### src/rtl/regbank_arbiter.sv
`default_nettype none
// ============================================================================
//  Module   : regbank_arbiter
//  Purpose  : Two-requester arbiter in front of a single-port register bank.
//             Lock/burst-limited ownership, one-cycle read responses and a
//             register 0 that can never be written.
//  Revision : 1.0  initial release
// ============================================================================
module regbank_arbiter #(
  parameter int SEL_W     = 5,
  parameter int DATA_W    = 8,
  parameter int MAX_BURST = 4
) (
  input  logic              clk,
  input  logic              rst_n,
  // requester 0
  input  logic              req0_valid,
  input  logic              req0_we,
  input  logic              req0_lock,
  input  logic [SEL_W-1:0]  req0_sel,
  input  logic [DATA_W-1:0] req0_wdata,
  output logic              req0_ready,
  output logic              rsp0_valid,
  output logic [DATA_W-1:0] rsp0_rdata,
  // requester 1
  input  logic              req1_valid,
  input  logic              req1_we,
  input  logic              req1_lock,
  input  logic [SEL_W-1:0]  req1_sel,
  input  logic [DATA_W-1:0] req1_wdata,
  output logic              req1_ready,
  output logic              rsp1_valid,
  output logic [DATA_W-1:0] rsp1_rdata,
  // register bank
  output logic [SEL_W-1:0]  rb_sel,
  output logic [DATA_W-1:0] rb_data_in,
  output logic              rb_write_reg,
  input  logic [DATA_W-1:0] rb_data_out
);

  // MAX_BURST is limited to 1..15, so four bits always hold the counter.
  localparam int              BURST_W   = 4;
  localparam logic [BURST_W-1:0] BURST_MAX = BURST_W'(MAX_BURST);

  // Arbiter state: owner is the last accepted requester (1 out of reset so
  // requester 0 wins the first contention); lock_hold remembers that the
  // accept in the immediately preceding cycle asked to keep the grant.
  logic               owner;
  logic               lock_hold;
  logic [BURST_W-1:0] burst_cnt;

  logic grant0;
  logic grant1;
  logic accept;
  logic acc_lock;

  // Grant decision: a lone valid wins at once; under contention the owner
  // keeps the bank only while its lock is live and the burst limit allows.
  always_comb begin
    grant0 = 1'b0;
    grant1 = 1'b0;
    if (rst_n) begin
      if (req0_valid && req1_valid) begin
        if (lock_hold && (burst_cnt < BURST_MAX)) begin
          grant0 = ~owner;
          grant1 = owner;
        end else begin
          grant0 = owner;
          grant1 = ~owner;
        end
      end else begin
        grant0 = req0_valid;
        grant1 = req1_valid;
      end
    end
  end

  assign req0_ready = grant0;
  assign req1_ready = grant1;
  assign accept     = grant0 | grant1;
  assign acc_lock   = grant1 ? req1_lock : req0_lock;

  // Bank command mux: the granted request goes straight to the bank; register
  // 0 is read-only zero, so a write to it is accepted but never strobed.
  always_comb begin
    rb_sel       = '0;
    rb_data_in   = '0;
    rb_write_reg = 1'b0;
    if (grant0) begin
      rb_sel       = req0_sel;
      rb_data_in   = req0_wdata;
      rb_write_reg = req0_we && (req0_sel != '0);
    end else if (grant1) begin
      rb_sel       = req1_sel;
      rb_data_in   = req1_wdata;
      rb_write_reg = req1_we && (req1_sel != '0);
    end
  end

  // Ownership, lock and burst tracking; an idle cycle breaks any lock and
  // restarts the burst count but leaves the owner in place.
  always_ff @(posedge clk or negedge rst_n) begin
    if (!rst_n) begin
      owner     <= 1'b1;
      lock_hold <= 1'b0;
      burst_cnt <= '0;
    end else if (accept) begin
      owner     <= grant1;
      lock_hold <= acc_lock;
      if (grant1 != owner) begin
        burst_cnt <= BURST_W'(1);
      end else if (burst_cnt < BURST_MAX) begin
        burst_cnt <= burst_cnt + BURST_W'(1);
      end
    end else begin
      lock_hold <= 1'b0;
      burst_cnt <= '0;
    end
  end

  // Read response pulses: the bank returns data one cycle after the select,
  // so an accepted read flags the following cycle for its requester.
  always_ff @(posedge clk or negedge rst_n) begin
    if (!rst_n) begin
      rsp0_valid <= 1'b0;
      rsp1_valid <= 1'b0;
    end else begin
      rsp0_valid <= grant0 & ~req0_we;
      rsp1_valid <= grant1 & ~req1_we;
    end
  end

  assign rsp0_rdata = rsp0_valid ? rb_data_out : '0;
  assign rsp1_rdata = rsp1_valid ? rb_data_out : '0;

endmodule
`default_nettype wire

### config.mk
export PLATFORM = sky130hd
export DESIGN_NAME = regbank_arbiter
export DESIGN_NICKNAME = d
export VERILOG_FILES = /design/src/rtl/regbank_arbiter.sv
export SDC_FILE = /design/constraint.sdc
export NUM_CORES = 1
export LEC_CHECK = 0
export CAP_MARGIN = 10
export CORE_UTILIZATION = 34
export DETAILED_ROUTE_END_ITERATION = 12
export PLACE_DENSITY = 0.86
export SYNTH_ARGS = -nofsm -noshare
export SYNTH_HDL_FRONTEND = slang
export SYNTH_SLANG_ARGS = --single-unit
export TNS_END_PERCENT = 1
### constraint.sdc
create_clock -name clk -period 4.95 [get_ports clk]
set_clock_uncertainty 0.05 [all_clocks]
set_input_delay 0.7425 -clock clk [delete_from_list [all_inputs] [get_ports clk]]
set_output_delay 0.7425 -clock clk [all_outputs]
set_load 0.02 [all_outputs]
==> impl_summary.log, run 1 <==
[metrics] Synth Area in Compound Gates: 18.43%
[metrics] final-layout setup total negative slack: 0 ps
[metrics] residual DRC count: 0
[metrics] leakage power total: 0.6718 nW
[metrics] gate count of the mapped netlist: 127
[metrics] final worst-path cycle share: 79.85%
[metrics] proportion of synthesized area in mux cells: 3.193%
[metrics] average detailed-routed wire length per instance: 12.37 um
[metrics] die width: 52.36 um
[metrics] post-synthesis adder-cell area fraction: 1.451%
[metrics] Worst Hold Margin: 499.1 ps
[metrics] largest net degree at the start of global routing: 29
[metrics] clock tree from TritonCTS: built
[metrics] antenna violations before repair: 0
[metrics] count of inserted antenna diode cells: 0
[metrics] synthesis-to-layout area growth: 92.89%
[metrics] switching share of power: 34.76%
[metrics] syn_area_per_cell: 6.788 sq um
[metrics] number of buffers added to fix hold violations after cts: 0
[metrics] area fraction of the dominant cell type after synthesis: 21.77%
[metrics] number of storage elements in the synthesis netlist: 8
[metrics] Via-to-Cell Ratio: 4.996
[metrics] classification of the worst-slack hold path: reg2reg
[metrics] combined area of all synthesized cells: 862.1 sq um
[metrics] XOR/XNOR Fraction of Synth Area: 1.016%
[metrics] estimated wirelength of the detail-placed design: 2182 um
[metrics] total net switching power: 95.95 uW
[metrics] internal cell power: 180.1 uW
[metrics] Num CTS Buffers: 3
[metrics] top cells by instance count after synthesis: nand2_1, and2_1, o22ai_1, dfrtp_1
[metrics] final estimated routing congestion in global placement: 0.7392
[metrics] worst hold stages: 1
[metrics] initial standard-cell utilization of the core: 37.53%
[metrics] vias after detailed routing: 1144
[metrics] number of synthesized flops with an enable pin: 0
[metrics] Synth async-reset ratio: 100.0%
[metrics] largest fanout of any net on the critical path: 22
[metrics] Worst Path Arrival: 3160 ps
[metrics] PD cells: 166.0 nW/um^2
[metrics] Routed Antenna Nets: 0
[metrics] type of element launching the critical path: input port
[metrics] DR pass1 iterations: 4
[metrics] insertion delay of the later-clocked pin in the worst-skew pair: 270 ps
[metrics] # setup viols final: 0
[metrics] drt initial violations: 11
[metrics] final critical-path required period: 3953 ps
[metrics] Net Count, Synth: 170
[metrics] buffer count from post-CTS setup fixing: 0
[metrics] Port Buffer Count: 75
[metrics] final hold violation count: 0
[metrics] RSZ-0062 raised after global routing: no
[metrics] Die ar.: 2741 sq um
[metrics] main area contributors after synthesis: and2_1, dfrtp_1, nand2_1, o22ai_1, mux2i_2
[metrics] H-tree levels: 1
[metrics] post-CTS clock slew at the launch and capture registers of the worst setup and hold paths: 50 ps
[metrics] cell row count: 17
[metrics] final wirelength: 2832 um
[metrics] maximum vdd ir drop: 0.1115 mV
[metrics] clock network fraction of design power: 20.7%
[metrics] library cell with the highest instance count after synthesis: nand2_1
[metrics] biggest area consumer among synthesized cells: and2_1
[metrics] largest family of logic cells by synthesized area: simple AND/OR/NAND/NOR gates
[metrics] count of clock tree sinks: 8
[metrics] total overflow reported by the global router: 0
[metrics] f_max: 253.0 MHz
[metrics] height of the chip: 52.36 um
[metrics] maximum capacitance violations: 0
[metrics] start-to-end type of the worst setup path: in2out
[metrics] fill count: 183
[metrics] clock root buffer: clkbuf_4
[metrics] area inside the core boundary: 2297 sq um
[metrics] cts repair resizes: 0
[metrics] number of global-route vias before repair: 1047
[metrics] register area share after synthesis: 23.37%
[metrics] Worst-Margin Slew: 869.6 ps
[metrics] total design power: 276.0 uW
[metrics] warnings from Yosys: 0
[metrics] ratio of cells with drive above 1 in the final layout: 4.975%
[metrics] all-layer global routing usage: 21.05%
[metrics] part of the power in registers: 27.2%
[metrics] part of the power in combinational logic: 52.0%
[metrics] Main synth FF type: dfrtp_1
[metrics] IO Pins: 76
[metrics] CTS Buffer Depth: 2
[metrics] number of distinct library cells after synthesis: 24
[metrics] number of pins exceeding their max-slew limit in the final report: 0
[metrics] total number of nets in the final design: 245
[metrics] outcome: completed
[metrics] first-pass GRT wire length: 4271 um
[metrics] Relative slew margins: 40.88%
[metrics] Critical Path End Type: output pin
[metrics] r2r worst-path depth: 4
[metrics] Post-Synth Simple-Gate Area: 47.75%
[metrics] required time at the endpoint of the critical path: 4160 ps
==> power groups by stage <==
stage	combinational [mW]	clock (mW)	sequential, mW
after global placement	0.141	0	0.0756
final	0.144	0.0572	0.0752
after global routing	0.155	0.0616	0.0758
after floorplan	0.0714	0	0.0757
after CTS	0.144	0.0577	0.0752
after detailed placement	0.144	0	0.0764
==> cell families (layout without fill, tap and decap cells) <==
group / Yosys count / count (layout)
and+or+nand+nor: 79 / 79
adders and majority gates: 1 / 1
buffers and inverters: 10 / 84
muxes: 2 / 2
AOI/OAI and AO/OA: 26 / 26
DFF: 8 / 8
xor gates and xnor gates: 1 / 1
==> area by class of cell <==
cell class | instances | area (sq um) | area share [%]
inverters | 2 | 7.507 | 0.4515
well taps | 28 | 35.03 | 2.107
flip-flops and latches | 8 | 201.4 | 12.11
repair buffers | 78 | 773.2 | 46.50
multi-input cells | 109 | 619.3 | 37.25
clock buffers | 4 | 26.28 | 1.580
==> sequential cells by signal, summed over array words and instances (netlist names) <==
signal      cells
burst_cnt       4
lock_hold       1
owner           1
rsp0_valid      1
rsp1_valid      1
==> stage by stage <==
step                instances  area (sq um)  setup slack [ps]  utilization (%)
finish                    229          1663             997.3            72.39
floorplan                 127         862.1              2306                -
global route              229          1663             788.2            72.39
CTS                       229          1663             994.0            72.39
detailed placement        225          1637             999.7            71.24
global placement          225          1637              1053            71.24
==> worst max-delay path: stages <==
cell             delay, ps
clkdlybuf4s50_1        460
buf_4                  230
nand2b_1               120
mux2i_2                660
o22ai_1                200
and2_1                 210
clkdlybuf4s50_1        530
==> placed cells by master, fill, tap and decap left out <==
cell type,Yosys,layout
o22ai_1,14,14
clkdlybuf4s50_1,0,75
inv_1,2,2
nor3b_4,1,1
dfstp_2,1,1
clkbuf_4,0,3
buf_4,0,3
a31oi_1,1,1
a21o_1,1,1
a21oi_1,3,3
or4_1,2,2
nor2_1,5,5
and2_1,30,30
nor3_1,2,2
mux2i_2,2,2
nand4bb_1,1,1
o211ai_1,2,2
nor2b_1,1,1
nand2_1,35,35
o21ai_0,4,4
o31ai_1,1,1
clkbuf_1,5,1
ha_1,1,1
nand2b_1,2,2
dfrtp_1,7,7
xor2_1,1,1
==> routing by layer <==
metal / up-vias / wire, um / track usage (%)
met5: - / 0 / 0
met4: 0 / 36 / 10.09
met3: 4 / 320 / 6.377
met2: 61 / 1405 / 38.61
met1: 501 / 1070 / 21.27
li1: 578 / - / -
==> final timing paths <==
check	start	end	slack (ps)
min in group asynchronous	rst_n	lock_hold$_DFF_PN0_	760
max in group asynchronous	rst_n	owner$_DFFE_PN1P_	3810
min	owner$_DFFE_PN1P_	owner$_DFFE_PN1P_	500
min reg2reg	owner$_DFFE_PN1P_	owner$_DFFE_PN1P_	500
max reg2reg	burst_cnt[2]$_DFFE_PN0P_	lock_hold$_DFF_PN0_	2910
max	req0_valid	rb_data_in[3]	1000
(Power assumes the default switching activity.)
==> run 2: changes to the inputs <==
--- a/config.mk
+++ b/config.mk
@@ -6,9 +6,9 @@
 export NUM_CORES = 1
 export LEC_CHECK = 0
 export CAP_MARGIN = 10
-export CORE_UTILIZATION = 34
+export CORE_UTILIZATION = 28
 export DETAILED_ROUTE_END_ITERATION = 12
-export PLACE_DENSITY = 0.86
+export PLACE_DENSITY = 0.76
 export SYNTH_ARGS = -nofsm -noshare
 export SYNTH_HDL_FRONTEND = slang
 export SYNTH_SLANG_ARGS = --single-unit
==> constraint.sdc (replaced) <==
create_clock -name clk -period 3.3 [get_ports clk]
set_clock_uncertainty 0.05 [all_clocks]
set_input_delay 0.495 -clock clk [delete_from_list [all_inputs] [get_ports clk]]
set_output_delay 0.495 -clock clk [all_outputs]
set_load 0.02 [all_outputs]
==> run 2 against run 1 <==
  * Setup slack got worse by 610 ps
  * First-iteration DRC count rose to 3.3 times the previous value
  * Global-route usage fell by 3.2 points
  * Worst hold slack got worse by 22 ps
  * The flow now finishes with violations (design-rule violations)
  * Highest routed layer unchanged
  * Critical endpoint is now rb_write_reg
  * Cell area rose by 3.4%
  * Via count rose by 4.6%
  * Total power rose by 53%
  * Clock power rose by 39%
  * Register-to-register slack got worse by 1200 ps
  * Utilization fell by 12 points
  * Sequential cell count did not move
  * Non-clock buffer count rose by 7
  * Critical path type unchanged
==> impl_summary.log, run 2 (synthesized netlist as in run 1, its figures left out) <==
[metrics] required time at the endpoint of the critical path: 2750 ps
[metrics] cts repair resizes: 0
[metrics] Die ar.: 3305 sq um
[metrics] WP buf/inv: 2
[metrics] largest net degree at the start of global routing: 14
[metrics] Relative slew margins: 76.39%
[metrics] Met3 Routed Length: 287 um
[metrics] clock root buffer: clkbuf_4
[metrics] register area: 201.4 sq um
[metrics] count of clock tree sinks: 8
[metrics] insertion delay of the later-clocked pin in the worst-skew pair: 260 ps
[metrics] detailed-route wire length on metal 1: 1090 um
[metrics] slowest cell delay on critical path: 550 ps
[metrics] commonest cells after routing, fill and taps aside: clkdlybuf4s50_1, nand2_1, and2_1, o22ai_1, buf_4
[metrics] start-to-end type of the worst setup path: in2out
[metrics] Worst-Margin Slew: 353.0 ps
[metrics] Port Buffer Count: 75
[metrics] top routing layer used: met4
[metrics] Via-to-Cell Ratio: 5.008
[metrics] WL met2: 1543 um
[metrics] first-pass GRT wire length: 4740 um
[metrics] drt initial violations: 36
[metrics] synthesis-to-layout area growth: 99.42%
[metrics] H-tree levels: 1
[metrics] type of element launching the critical path: input port
[metrics] maximum capacitance violations: 0
[metrics] f_max: 343.6 MHz
[metrics] cell with the biggest individual delay on the critical path: clkdlybuf4s50_1
[metrics] ratio of cells with drive above 1 in the final layout: 8.173%
[metrics] die width: 57.49 um
[metrics] post-CTS clock slew at the launch and capture registers of the worst setup and hold paths: 50 ps
[metrics] # setup viols final: 0
[metrics] min setup slack post-route: 389.7 ps
[metrics] number of placed instances, taps included: 235
[metrics] Num CTS Buffers: 3
[metrics] final hold violation count: 0
[metrics] PD cells: 245.0 nW/um^2
[metrics] cell with the most instances on the worst path: clkdlybuf4s50_1
[metrics] DR pass1 iterations: 9
[metrics] buffer count from post-CTS setup fixing: 0
[metrics] Cell Chain, Critical Path: clkdlybuf4s50_1 > or4_1 > o21ai_0 > nand4bb_1 > o31ai_1 > clkdlybuf4s50_1
[metrics] Worst Path Arrival: 2370 ps
[metrics] vias after detailed routing: 1197
[metrics] residual DRC count: 8
[metrics] number of flip-flops under the largest register name: 4
[metrics] leakage power total: 0.7067 nW
[metrics] height of the chip: 57.49 um
[metrics] fill count: 273
[metrics] violations in the final reports: design-rule violations
[metrics] RSZ-0062 raised after global routing: no
[metrics] maximum vdd ir drop: 0.1358 mV
[metrics] multi-input logic area: 619.3 sq um
[metrics] Critical Path End Type: output pin
[metrics] dpl ws: 382.1 ps
[metrics] final worst-path cycle share: 88.19%
[metrics] final wirelength: 2957 um
[metrics] final critical-path required period: 2910 ps
[metrics] cell row count: 19
[metrics] post-route non-filler standard cell count: 239
[metrics] outcome: finished with violations
[metrics] clock tree from TritonCTS: built
[metrics] average detailed-routed wire length per instance: 12.37 um
[metrics] area inside the core boundary: 2829 sq um
[metrics] estimated wirelength of the detail-placed design: 2518 um
[metrics] total overflow reported by the global router: 0
[metrics] largest register by flop count: burst_cnt
[metrics] largest fanout of any net on the critical path: 2
[metrics] top cell family by delay on the critical path: buffers and inverters
[metrics] final estimated routing congestion in global placement: 0.7537
[metrics] commonest non-fill, non-tap cell in the layout: clkdlybuf4s50_1
[metrics] Routed Antenna Nets: 0
[metrics] all-layer global routing usage: 17.89%
[metrics] number of global-route vias before repair: 1135
[metrics] IO Pins: 76
[metrics] final-layout setup total negative slack: 0 ps
[metrics] CTS Buffer Depth: 2
[metrics] antenna violations before repair: 0
[metrics] initial standard-cell utilization of the core: 30.47%
[metrics] number of pins exceeding their max-slew limit in the final report: 0
[metrics] total number of nets in the final design: 252
[metrics] count of inserted antenna diode cells: 0
[metrics] classification of the worst-slack hold path: in2async
[metrics] number of buffers added to fix hold violations after cts: 0
-- run 2: cell types whose count changed in the layout (fill, tap and decap cells not counted) --
cell / previous run / this run
buf_4: 3 / 10
-- run 2: final cells by class --
class	count	area share (%)
Clock buffer	4	1.528
Sequential cell	8	11.72
Inverter	2	0.4367
Timing Repair Buffer	85	48.03
Multi-Input combinational cell	109	36.03
Tap cell	31	2.256
-- run 2: worst paths after layout --
check | slack [ps] | cells past startpoint | endpoint | from
worst max register to register | 1680 | 5 | lock_hold$_DFF_PN0_ | burst_cnt[2]$_DFFE_PN0P_
max in group asynchronous | 2270 | 2 | burst_cnt[0]$_DFFE_PN0P_ | rst_n
min in group clk | 500 | 1 | owner$_DFFE_PN1P_ | owner$_DFFE_PN1P_
worst max-delay path | 390 | 6 | rb_write_reg | req0_sel[1]
worst min register to register | 500 | 1 | owner$_DFFE_PN1P_ | owner$_DFFE_PN1P_
worst min-delay path | 480 | 1 | rsp1_valid$_DFF_PN0_ | rst_n
-- run 2: power breakdown --
part / leakage (nW) / internal [mW] / switching, mW
Clock: 0.0150 / 0.0462 / 0.0333
Sequential: 0.105 / 0.106 / 0.00671
Combinational: 0.587 / 0.128 / 0.101
Total: 0.707 / 0.280 / 0.141
-- run 2: layer usage --
metal | track usage [%] | up-vias
li1 | - | 591
met3 | 3.855 | 4
met5 | 0 | -
met1 | 17.65 | 544
met4 | 5.575 | 0
met2 | 36.21 | 58
-- run 2: metrics by stage --
step | total power, mW | hold slack [ps] | util [%] | area [sq um]
global placement | 0.3380 | 484.0 | 59.84 | 1693
global route | 0.4491 | 471.7 | 60.77 | 1719
floorplan | 0.2206 | 149.4 | - | 862.1
finish | 0.4213 | 477.2 | 60.77 | 1719
detailed placement | 0.3442 | 493.1 | 59.84 | 1693
CTS | 0.4253 | 477.4 | 60.77 | 1719
